[config.mk]
export PLATFORM = sky130hd
export DESIGN_NAME = fetch_prefetch_buffer
export DESIGN_NICKNAME = d
export VERILOG_FILES = /design/src/rtl/fetch_prefetch_buffer.sv
export SDC_FILE = /design/constraint.sdc
export NUM_CORES = 1
export LEC_CHECK = 0
export ABC_AREA = 1
export CORE_ASPECT_RATIO = 0.6
export CORE_MARGIN = 3
export CORE_UTILIZATION = 52
export DETAILED_ROUTE_END_ITERATION = 10
export GPL_TIMING_DRIVEN = 0
export PLACE_DENSITY = 0.84
export SLEW_MARGIN = 20
export SYNTH_ARGS = -nofsm -noshare
export SYNTH_HDL_FRONTEND = slang
export SYNTH_SLANG_ARGS = --single-unit
[constraint.sdc]
create_clock -name clk -period 6.45 [get_ports clk]
set_clock_uncertainty 0.2 [all_clocks]
set_input_delay 0.9675 -clock clk [delete_from_list [all_inputs] [get_ports clk]]
set_output_delay 0.9675 -clock clk [all_outputs]
set_load 0.005 [all_outputs]
[src/rtl/fetch_prefetch_buffer.sv]
// Instruction-fetch stage: issues sequential reads to a one-cycle-latency
// instruction memory and buffers {word, pc} pairs in a first-word-fall-through FIFO.
module fetch_prefetch_buffer #(
    parameter int          DEPTH    = 4,
    parameter logic [31:0] RESET_PC = 32'h0000_0000
) (
    input  logic                     clk,
    input  logic                     reset,
    input  logic                     enable,
    input  logic                     preset,
    input  logic [31:0]              preset_address,
    output logic                     imem_req,
    output logic [31:0]              imem_addr,
    input  logic [31:0]              imem_data,
    output logic                     out_valid,
    input  logic                     out_ready,
    output logic [31:0]              out_instruction,
    output logic [31:0]              out_pc,
    output logic [$clog2(DEPTH):0]   fifo_count
);

    localparam int AW = $clog2(DEPTH);
    localparam int CW = AW + 1;
    localparam logic [CW-1:0] DEPTH_C = CW'(DEPTH);

    logic [31:0]   fetch_pc;
    logic [31:0]   req_pc;
    logic          inflight;
    logic [AW-1:0] rd_ptr;
    logic [AW-1:0] wr_ptr;
    logic [CW-1:0] count;
    logic [CW-1:0] credits_used;

    logic [31:0]   buf_instr [DEPTH];
    logic [31:0]   buf_pc    [DEPTH];

    logic          issue;
    logic          push;
    logic          pop;

    // Handshake: the head entry transfers on a rising edge where out_valid and
    // out_ready are both high; out_valid never depends on out_ready, and the
    // head word/pc stay stable while out_valid is high and out_ready is low.

    // A request is only issued when a FIFO slot is guaranteed for its response,
    // counting the one read that may already be in flight.
    always_comb begin
        credits_used = count + {{AW{1'b0}}, inflight};
        issue        = enable && !preset && !reset && (credits_used < DEPTH_C);
        push         = inflight && !preset;
        pop          = out_valid && out_ready && !preset;
    end

    always_comb begin
        imem_req        = issue;
        imem_addr       = fetch_pc;
        fifo_count      = count;
        out_valid       = (count != '0);
        out_instruction = '0;
        out_pc          = '0;
        if (out_valid) begin
            out_instruction = buf_instr[rd_ptr];
            out_pc          = buf_pc[rd_ptr];
        end
    end

    // Redirect wins over everything: buffered entries, the in-flight response
    // and any pop in the same cycle are all discarded.
    always_ff @(posedge clk or posedge reset) begin
        if (reset) begin
            fetch_pc <= RESET_PC;
            req_pc   <= '0;
            inflight <= 1'b0;
            rd_ptr   <= '0;
            wr_ptr   <= '0;
            count    <= '0;
        end else if (preset) begin
            fetch_pc <= {preset_address[31:2], 2'b00};
            inflight <= 1'b0;
            count    <= '0;
            rd_ptr   <= wr_ptr;
        end else begin
            inflight <= issue;
            if (issue) begin
                req_pc   <= fetch_pc;
                fetch_pc <= fetch_pc + 32'd4;
            end
            if (push) begin
                wr_ptr <= wr_ptr + AW'(1);
            end
            if (pop) begin
                rd_ptr <= rd_ptr + AW'(1);
            end
            case ({push, pop})
                2'b10:   count <= count + CW'(1);
                2'b01:   count <= count - CW'(1);
                default: count <= count;
            endcase
        end
    end

    // Storage needs no reset: entries are only visible through count/rd_ptr.
    always_ff @(posedge clk) begin
        if (push) begin
            buf_instr[wr_ptr] <= imem_data;
            buf_pc[wr_ptr]    <= req_pc;
        end
    end

endmodule

==> results of run 1 <==
==> where the power goes <==
| part | internal, mW | switching, mW |
|---|---|---|
| logic | 0.987 | 1.34 |
| clock network | 0.920 | 0.726 |
| registers | 2.46 | 0.216 |
==> layout make-up <==
| cell class | count | area (um2) |
|---|---|---|
| inverter | 73 | 283 |
| antenna | 1 | 2.50 |
| tap | 322 | 403 |
| clock buffer | 34 | 723 |
| timing repair buffer | 174 | 1910 |
| clock inverter | 18 | 174 |
| multi-input combinational | 834 | 3700 |
| fill | 1760 | 8090 |
| buffer | 66 | 344 |
| sequential | 316 | 9150 |
==> sequential cells by signal (all words and copies together), names as in the netlist <==
register / cells
inflight: 1
wr_ptr: 2
buf_pc: 120
buf_instr: 128
rd_ptr: 2
req_pc: 30
fifo_count: 3
imem_addr: 30
==> worst max-delay path, cell delays in order (launching register included) <==
cell                              delay [ns]
sky130_fd_sc_hd__dfrtp_1                0.40
sky130_fd_sc_hd__inv_2                  0.15
sky130_fd_sc_hd__buf_2                  0.28
sky130_fd_sc_hd__clkbuf_1               0.43
sky130_fd_sc_hd__o21ai_0                0.22
sky130_fd_sc_hd__a21oi_1                0.23
sky130_fd_sc_hd__clkdlybuf4s50_1        0.54
==> layout by cell type (no fill, tap or decap), drive strengths merged, types with 51 or more instances in the layout <==
cell           netlist  layout
clkdlybuf4s50        0     162
inv                 72      73
clkbuf              27      61
dfrtp               68      68
nor2               305     305
nand2              213     213
o21ai              177     177
buf                 39      51
edfxtp             248     248
a21oi               66      66
==> logic make-up (layout without fill, tap and decap cells) <==
| kind of cell | count (synthesis) | count (layout) |
|---|---|---|
| AOI/OAI and AO/OA | 252 | 252 |
| xor gates and xnor gates | 8 | 8 |
| adders and majority gates | 6 | 6 |
| buffers and inverters | 139 | 365 |
| DFF | 316 | 316 |
| other | 1 | 5 |
| and+or+nand+nor | 564 | 564 |
==> metal layers <==
layer	global-route usage	vias to the layer above
li1	-	4762
met1	0.379	4911
met2	0.399	582
met3	0.0520	69
met4	0.0547	2
met5	0	-
==> stage by stage <==
stage / std cells / util / total power, mW / setup TNS [ns] / cell area [um2]
after global routing: 1837 / 0.674 / 6.99 / 0 / 16700
after CTS: 1837 / 0.674 / 6.64 / 0 / 16700
final: 1838 / 0.674 / 6.65 / 0 / 16700
after floorplan: 1289 / - / 3.77 / 0 / 13400
after detailed placement: 1785 / 0.637 / 5.00 / 0 / 15800
after global placement: 1773 / 0.624 / 4.88 / -13.79 / 15500
==> worst paths after layout <==
| path | end | start | cells past startpoint |
|---|---|---|---|
| setup / recovery | out_instruction[24] | rd_ptr[0] | 6 |
| hold / removal | buf_pc[2][24] | req_pc[24] | 0 |
| setup reg to reg | buf_pc[3][25] | inflight | 5 |
| hold reg to reg | buf_pc[2][24] | req_pc[24] | 0 |
| max in group asynchronous | req_pc[19] | reset | 3 |
| min in group asynchronous | imem_addr[6] | reset | 2 |
==> run summary, run 1 <==
* primary flip-flop cell chosen by synthesis mapping: sky130_fd_sc_hd__edfxtp_1
* number of buffers created by CTS: 28
* cell row count: 44
* setup slack of the critical path after layout: 2.48 ns
* global-route wire length before repair: 54600 um
* number of global-route vias before repair: 9851
* Post-CTS Setup Inserts: 0
* top cell types by occurrence after synthesis: sky130_fd_sc_hd__nor2_1, sky130_fd_sc_hd__edfxtp_1, sky130_fd_sc_hd__nand2_1, sky130_fd_sc_hd__o21ai_0
* CP endpoint kind: output pin
* WHS: 0.332 ns
* met2 wire length: 15900 um
* cell area after synthesis: 13400 um2
* EDFF count, synth: 248
* min-delay worst type: reg -> reg
* LEAKAGE: 6.21 nW
* max layer used: met5
* number of distinct library cells after synthesis: 32
* CTS Root Cell: sky130_fd_sc_hd__clkbuf_16
* mean number of vias per cell: 5.62
* I/O pin total: 170
* final number of setup-violating endpoints: 0
* ANT nets after route: 0
* Setup Slack @ Placement: 2.65 ns
* main area contributors after synthesis: sky130_fd_sc_hd__edfxtp_1, sky130_fd_sc_hd__dfrtp_1, sky130_fd_sc_hd__nor2_1, sky130_fd_sc_hd__o21ai_0, sky130_fd_sc_hd__nand2_1
* y dimension of the die: 130 um
* number of instances in the synthesized netlist: 1286
* cell area power density: 398 nW/um2
* met3 layer wire length in the routed design: 3750 um
* fraction of the mapped netlist area in compound gates: 0.0958
* max-cap check violation count: 0
* Detailed Route WL: 35700 um
* largest family of logic cells by synthesized area: simple AND/OR/NAND/NOR gates
* Seq/Total Area, Yosys: 0.681
* unrepaired setup endpoints after global routing: no
* critical path peak fanout: 10
* startpoint class of the critical path: flop
* area fraction of the dominant cell type after synthesis: 0.554
* status: finished, final reports clean
* input/output buffers: 162
* total count of hold-check failures in the final report: 0
* cts-stage hold buffer count: 0
* number of sinks on the clock net: 316
* total routing usage reported by global routing: 0.256
* CTS max path bufs: 3
* Die Area: 27900 um2
* post-route clock period utilization: 0.616
* fmax: 252 MHz
* Max-Slew Margin vs Limit: 0.540
* slew at the pin with the worst max-slew slack: 0.689 ns
* CTS clk-pin slew, worst paths: 0.07 ns
* number of gates resized after cts: 0
* most frequently used cell type in the post-synthesis netlist: sky130_fd_sc_hd__nor2_1
* number of vias in the routed layout: 10326
* die boundary width: 213 um
* H-tree depth: 1
* post-layout minimum cycle time: 3.97 ns
* area share of fa/ha/maj cells after synthesis: 0.00615
* mux contribution to synthesized area: 0
* DRC marker count from the first detailed-route iteration: 1119
* Arrival @ worst endpoint: 2.81 ns
* Initial Util: 0.542
* Routed WL per cell: 19.4 um
* worst reg2reg setup slack: 4.02 ns
* critical path data required time: 5.28 ns
* clock tree from TritonCTS: done
* Routed met1 length: 15300 um
* clock insertion delay at the later pin of the skew report: 0.55 ns
* Slew Viols, Final: 0
* type of the worst setup path: reg -> out
* xor-xnor portion of the synthesized cell area: 0.00522
* post-layout net count: 1568
* simple-gate area share of the yosys netlist: 0.165
* area inside the core boundary: 24800 um2
* Yosys reg bits: 316
* average cell area after synthesis: 10.4 um2
* proportion of layout cells with a drive suffix above 1: 0.0680
* initial antenna violation count: 1
* final routed DRC violation total: 0
* Synth Warn #: 0
* RD Place Congestion: 0.975
* pin count of the biggest net entering global routing: 52
* Overflow after GRT: 0
* cell type with the highest aggregate area in the netlist: sky130_fd_sc_hd__edfxtp_1
* placed wire-length estimate after detailed placement: 24600 um
* layout overhead on the synthesized area: 24.2%
* worst supply voltage drop on vdd: 198 uV
* number of optimization iterations in the first detailed-route pass: 5
* async set-or-reset flop fraction in the synthesized netlist: 0.215
No activity file was read; power rests on OpenSTA's default activity.
==> run 2, diff against run 1 <==
==> constraint.sdc (replaced) <==
create_clock -name clk -period 3.79 [get_ports clk]
set_clock_uncertainty 0.2 [all_clocks]
set_input_delay 0.5685 -clock clk [delete_from_list [all_inputs] [get_ports clk]]
set_output_delay 0.5685 -clock clk [all_outputs]
set_load 0.005 [all_outputs]
==> results of run 2 <==
Same layout as run 1 (identical final DEF). Status: finished, final reports clean.
Main changes from that run: setup slack after placement 2.65 ns -> 0.788 ns; setup slack after layout 2.48 ns -> 0.215 ns; hold slack 0.332 ns -> 0.170 ns; register-to-register setup slack 4.02 ns -> 1.36 ns; end point of the worst hold path buf_pc[2][24] -> imem_addr[2]; total power 6.65 mW -> 11.3 mW; worst IR drop on VDD 198 uV -> 337 uV
==> run 3, diff against run 2 <==
--- a/config.mk
+++ b/config.mk
@@ -6,6 +6,7 @@
 export NUM_CORES = 1
 export LEC_CHECK = 0
 export ABC_AREA = 1
+export ABC_CLOCK_PERIOD_IN_PS = 3790
 export CORE_ASPECT_RATIO = 0.6
 export CORE_MARGIN = 3
 export CORE_UTILIZATION = 52
==> constraint.sdc (replaced) <==
create_clock -name clk -period 3.79 [get_ports clk]
set_clock_uncertainty 0.2 [all_clocks]
set_input_delay 0.5685 -clock clk [delete_from_list [all_inputs] [get_ports clk]]
set_output_delay 0.5685 -clock clk [all_outputs]
set_load 0.1 [all_outputs]
==> run 3 against run 2 <==
  * The run now ends with setup timing left
  * Worst hold slack got worse by 0.0073 ns
  * Setup slack got worse by 0.24 ns
  * Sequential power hardly changed
  * Total power increased by 33%
  * Routed wire length rose by 3.2%
  * Global-route usage increased by 0.95 points
  * Final cell count did not move
  * Clock power down 3%
  * Via count grew 0.41%
  * Maximum frequency is 6.2% lower
  * Utilization increased by 1.3 points
  * Count of clock-buffer cells in the layout down 1
==> run summary, run 3 (same netlist as run 1, synthesis figures left out) <==
* total count of hold-check failures in the final report: 0
* number of fillers in the final layout: 1738
* Critical-path top delay cell: sky130_fd_sc_hd__clkdlybuf4s15_1
* Final Util: 0.687
* DRC marker count from the first detailed-route iteration: 989
* worst supply voltage drop on vdd: 594 uV
* post-layout minimum cycle time: 3.81 ns
* initial antenna violation count: 0
* mean number of vias per cell: 5.64
* critical path peak fanout: 10
* pin count of the biggest net entering global routing: 52
* y dimension of the die: 130 um
* area inside the core boundary: 24800 um2
* GR Layer Usage met2: 0.420
* type of the worst setup path: reg -> out
* violated checks: setup timing
* ANT nets after route: 0
* LEAKAGE: 6.35 nW
* proportion of layout cells with a drive suffix above 1: 0.144
* RD Place Congestion: 1.00
* CTS max path bufs: 3
* Register Area: 9150 um2
* post-layout net count: 1569
* clock insertion delay at the later pin of the skew report: 0.55 ns
* area of the multi-input gates: 4010 um2
* antenna diode count: 0
* most common cell after layout, fill and taps aside: sky130_fd_sc_hd__nor2_1
* total routing usage reported by global routing: 0.265
* Top reg by flops: buf_instr
* number of optimization iterations in the first detailed-route pass: 6
* max-cap check violation count: 0
* startpoint class of the critical path: flop
* Slew Viols, Final: 0
* fmax: 262 MHz
* WHS: 0.162 ns
* die boundary width: 213 um
* layout overhead on the synthesized area: 26.6%
* unrepaired setup endpoints after global routing: yes
* Initial Util: 0.542
* number of sinks on the clock net: 316
* cell area after placement: 16200 um2
* met1 track demand over resource: 0.395
* H-tree depth: 1
* routing layer with the top usage in global route: met2
* Die Area: 27900 um2
* max reg flops: 128
* placed wire-length estimate after detailed placement: 25200 um
* min-delay worst type: in -> async
* placed insts: 1786
* input/output buffers: 162
* registers with the most flip-flops: buf_instr x128, buf_pc x120
* global-route wire length before repair: 56600 um
* Worst path max stage delay: 0.75 ns
* Max-Slew Margin vs Limit: 0.309
* critical path data required time: 3.02 ns
* CTS clk-pin slew, worst paths: 0.07 ns
* setup slack of the critical path after layout: -0.0228 ns
* number of buffers created by CTS: 28
* clock tree from TritonCTS: done
* post-route clock period utilization: 1.01
* cell breakdown of the critical path: nor2_1, nand2_2, inv_2, clkbuf_1, a21oi_2, clkdlybuf4s15_1
* final number of setup-violating endpoints: 1
* slew at the pin with the worst max-slew slack: 1.04 ns
* status: finished with violations
* Routed WL per cell: 20.0 um
* number of global-route vias before repair: 10151
* Arrival @ worst endpoint: 3.04 ns
* most frequent cells in the layout: sky130_fd_sc_hd__nor2_1, sky130_fd_sc_hd__edfxtp_1, sky130_fd_sc_hd__nand2_1
* CTS Root Cell: sky130_fd_sc_hd__clkbuf_16
* Final Instance Count excl. Fillers: 1838
* I/O pin total: 170
* Overflow after GRT: 0
* CP endpoint kind: output pin
* Detailed Route WL: 36800 um
* cts-stage hold buffer count: 0
* final routed DRC violation total: 0
* area of all placed cells without fillers: 17000 um2
* met3 capacity usage during global routing: 0.0437
* cell row count: 44
* number of vias in the routed layout: 10368
* cell area power density: 885 nW/um2
-- run 3: cell types whose count changed in the layout (fill, tap and decap cells not counted), sizes merged --
cell / before / now
clkbuf: 61 / 74
dlygate4sd2: 0 / 12
clkdlybuf4s15: 0 / 36
clkdlybuf4s50: 162 / 99
bufinv: 3 / 0
inv: 73 / 75
diode: 1 / 0
buf: 51 / 52
dlymetal6s2s: 0 / 1
clkinvlp: 1 / 0
clkinv: 14 / 17
-- run 3: per-stage QoR --
stage / setup slack [ns] / TNS (ns) / total power, mW
after floorplan: -0.403 / -99.85 / 10.4
after global placement: -2.53 / -595.80 / 12.4
after detailed placement: 0.159 / 0 / 12.6
after CTS: 0.000616 / 0 / 15.1
after global routing: -0.155 / -1.40 / 15.6
final: -0.0228 / -0.0228 / 15.1
-- run 3: layer usage --
layer | vias to the layer above | wire [um]
met2 | 585 | 16600
met1 | 4958 | 16000
met5 | - | 0
met4 | 0 | 540
met3 | 52 | 3670
li1 | 4773 | -
-- run 3: path summary, 6_finish.rpt --
path | startpoint | end | slack, ns | cells after the start
setup / recovery | fifo_count[0] | out_instruction[5] | -0.02 | 6
hold / removal | reset | fifo_count[0] | 0.16 | 2
setup reg to reg | inflight | buf_instr[0][2] | 1.35 | 5
hold reg to reg | req_pc[7] | buf_pc[2][7] | 0.32 | 0
max in group asynchronous | reset | req_pc[27] | 2.70 | 3
min in group clk | preset | fifo_count[0] | 0.17 | 3
-- run 3: power by group --
group | switching (mW) | internal (mW) | total, mW
Clock | 1.29 | 1.44 | 2.73
Combinational | 6.19 | 1.60 | 7.79
Sequential | 0.357 | 4.18 | 4.54
-- run 3: layout make-up --
class / count / area share
sequential: 316 / 0.538
timing repair buffer: 175 / 0.114
multi-input combinational: 834 / 0.236
buffer: 66 / 0.0205
clock inverter: 19 / 0.00736
tap: 322 / 0.0237
inverter: 73 / 0.0166
clock buffer: 33 / 0.0441
-- run 3: repair_timing --
item	in CTS	in global routing
buffers inserted	0	0
pin swaps	0	0
resized for setup	140	24
setup endpoints to repair	62	27
-- run 3: critical path: cells and delay by family, from the launching register on --
family | cells | cell delay (ns)
buffers and inverters | 3 | 1.68
DFF | 1 | 0.47
and+or+nand+nor | 2 | 0.29
AOI/OAI and AO/OA | 1 | 0.04
==> RTL edit 1 (config.mk and constraints of run 3) <==
`DEPTH`: 4 -> 2.
--- a/src/rtl/fetch_prefetch_buffer.sv
+++ b/src/rtl/fetch_prefetch_buffer.sv
@@ -1,7 +1,7 @@
 // Instruction-fetch stage: issues sequential reads to a one-cycle-latency
 // instruction memory and buffers {word, pc} pairs in a first-word-fall-through FIFO.
 module fetch_prefetch_buffer #(
-    parameter int          DEPTH    = 4,
+    parameter int          DEPTH    = 2,
     parameter logic [31:0] RESET_PC = 32'h0000_0000
 ) (
     input  logic                     clk,
Ports: changed (resized fifo_count); port bits go from 170 to 169. The function was not compared with the original's and may differ.
==> RTL edit 1 against run 3 <==
Core utilization up 4.8 points; routed wire length down 43%; first-iteration DRC count down 28%; total power down 57%; design area down 35%; non-clock buffer count down 34; global-route usage down 1.8 points; setup slack better by 0.16 ns; synthesized cell count down 33%; sequential cell count down 127; area after synthesis down 39%.
==> RTL edit 1: results (changes against run 3) <==
* Critical R2R Capture: buf_instr[0][16]
* CTS H-tree lvls at 4 (+3)
* Ys async rst share at 0.3439 (+0.1287)
* Worst reg-to-reg setup slack at 1.62 ns (+0.27 ns)
* First-pass GRT wire length at 33530 µm (-41%)
* Vias at 6671 (-36%)
* Worst min path class: reg -> reg
* Hold Worst Slack at 0.2771 ns (+0.1147 ns)
* Port bufs at 161 (-0.62%)
* Top flop regs: buf_instr x64, buf_pc x60
* CP Data Arrival Time at 2.89 ns (-0.15 ns)
* Initial DRC count at 715 (-28%)
* Post-DR vias/cell at 5.303 (-6.0%)
* Sequential cell area fraction in the yosys report at 0.6484 (-0.03270)
* RD Place Congestion at 0.9156 (-8.8%)
* Routed WL at 21130 µm (-43%)
* WL met3 at 2227 µm (-39%)
* CTS Buf Count at 17 (-39%)
* Number of global-route vias before repair at 6255 (-38%)
* Placed insts at 1226 (-31%)
* Post-DP HPWL at 15360 µm (-39%)
* Post-placement cell area at 10520 µm² (-35%)
* Largest net degree at the start of global routing at 30 (-42%)
* Top post-synthesis cells by area: edfxtp_1 (45%), dfrtp_1 (20%), nand2_1 (15%)
* Sw Ratio at 0.4037 (-0.1168)
* Synth top cells by count: nand2_1 (327), edfxtp_1 (124), nand3_1 (74), dfrtp_1 (65), a21oi_1 (64)
* End point of the critical path: out_pc[2]
* Met1 Resource Use GR at 0.3802 (-0.01479)
* Leak at 4.613 nW (-27%)
* Setup WS pre-CTS at -0.09793 ns (-0.2568 ns)
* Crit path max-delay cell type: dlygate4sd2_1
* Fillers at 1042 (-40%)
* Crit path from: rd_ptr
* Final #Nets at 1117 (-29%)
* GR Util met2 at 0.3620 (-0.05817)
* Clk network pwr share at 0.283 (+0.102)
* Met3 Usage GRT at 0.06129 (+0.01762)
* WL met2 at 9043 µm (-46%)
* Largest power group: registers
* Clk buf depth at 2 (-1)
* Layout cells sized above 1 at 0.1321 (-0.01238)
* Status: finished clean
[RTL edit 1: layout make-up]
| cell class | count | area, µm² | share of cell area |
|---|---|---|---|
| Buffer | 40 | 206.4 | 0.01872 |
| Clock inverter | 14 | 172.7 | 0.01566 |
| Timing Repair Buffer | 167 | 1663 | 0.1508 |
| Clock buffer | 18 | 439.2 | 0.03983 |
| Multi-Input combinational cell | 570 | 2709 | 0.2457 |
| Sequential cell | 189 | 5350 | 0.4852 |
| Tap cell | 198 | 247.7 | 0.02247 |
| Inverter | 62 | 239.0 | 0.02167 |
[RTL edit 1: cell families after synthesis]
kind of cell,count (synthesis),share of synthesized area
buffers and inverters,102,0.05337
flip-flops,189,0.6484
XOR/XNOR,1,0.001062
other,1,0.0004545
adder cells (fa/ha/maj),1,0.001516
AO/OA/AOI/OAI,108,0.06611
AND/OR/NAND/NOR,456,0.2291
==> RTL edit 2 (config.mk and constraints of run 3) <==
Without the edit above. Make the reset (`reset`) synchronous in one clocked block.
--- a/src/rtl/fetch_prefetch_buffer.sv
+++ b/src/rtl/fetch_prefetch_buffer.sv
@@ -66,7 +66,7 @@
 
     // Redirect wins over everything: buffered entries, the in-flight response
     // and any pop in the same cycle are all discarded.
-    always_ff @(posedge clk or posedge reset) begin
+    always_ff @(posedge clk) begin
         if (reset) begin
             fetch_pc <= RESET_PC;
             req_pc   <= '0;
Behaviour: differs if reset is asserted again (counterexample within 4 cycles, from zero or initial values and one cycle with reset high); with reset held inactive, the same outputs for 4 cycles.
==> RTL edit 2 against run 3 <==
Die area decreased by 1.4%; routed wire length decreased by 5.7%; sequential cell count increased by 2; design area decreased by 1.6%; setup slack improved by 0.14 ns; first-iteration DRC count decreased by 2.5%; area after synthesis decreased by 1.4%; critical path type unchanged; largest cell class unchanged; highest routed layer unchanged.
Power is not compared: it rests on default switching activity, and its combinational part moved more than twofold at a synthesized area within 25%.
==> RTL edit 2: results (changes against run 3) <==
* WL met1 at 15530 µm (-2.8%)
* Crit path max-delay cell type: buf_1
* Non-Filler Instances at 1851 (+0.71%)
* Register Area at 8848 µm² (-3.3%)
* First-pass DRT Iterations at 5 (-1)
* WL met3 at 3541 µm (-3.5%)
* Worst min path class: in -> reg
* Largest net degree at the start of global routing at 26 (-50%)
* Fillers at 1780 (+2.4%)
* Vias at 10169 (-1.9%)
* #FFs+latches synth at 318 (+0.63%)
* Placed insts at 1801 (+0.84%)
* Met3 Usage GRT at 0.05250 (+0.008839)
* Non-clk invs at 68 (-6.8%)
* Synth Area in Compound Gates at 0.1099 (+0.01403)
* GR Util met2 at 0.3773 (-0.04288)
* Number of global-route vias before repair at 9639 (-5.0%)
* RD Place Congestion at 0.9655 (-3.8%)
* Proportion of cell area occupied by registers at 0.5285 (-0.009373)
* Final #Nets at 1585 (+1.0%)
* Bufs w/o clock at 247 (+2.5%)
* Buffering overhead at 0.1355 (+0.001019)
* Critical Path Max Stage Delay at 0.70 ns (-0.05 ns)
* Post-placement cell area at 15810 µm² (-2.2%)
* Setup WS pre-CTS at -0.01631 ns (-0.1752 ns)
* Status: finished clean
* Ys async rst share at 0 (-0.2152)
* Fraction of area in multi-input gates at 0.2423 (+0.006444)
* Synth Area in XOR/XNOR at 0.005952 (+0.0007357)
## RTL edit 2: changes by cell type after synthesis, sizes merged, moves of 4 or more
cell,before,now
nand3,38,52
nand2,213,174
clkbuf,27,39
inv,72,67
dfxtp,0,70
dfrtp,68,0
o21ai,177,153
o21bai,0,5
buf,39,35
xnor2,1,5
o211ai,9,0
a21oi,66,123
## RTL edit 2: timing repair
| item | in CTS | in global routing |
|---|---|---|
| gates cloned | 0 | 0 |
| gates resized for setup | 186 | 29 |
| endpoints found under the setup margin | 64 | 45 |
## RTL edit 2: final timing paths
| path | start | to | slack [ns] | cells past startpoint |
|---|---|---|---|---|
| max reg2reg | fifo_count[0] | fifo_count[2] | 1.24 | 10 |
| min reg2reg | req_pc[27] | buf_pc[3][27] | 0.30 | 0 |
| min | preset | imem_addr[30] | 0.23 | 5 |
| max | fifo_count[0] | out_pc[22] | 0.12 | 5 |
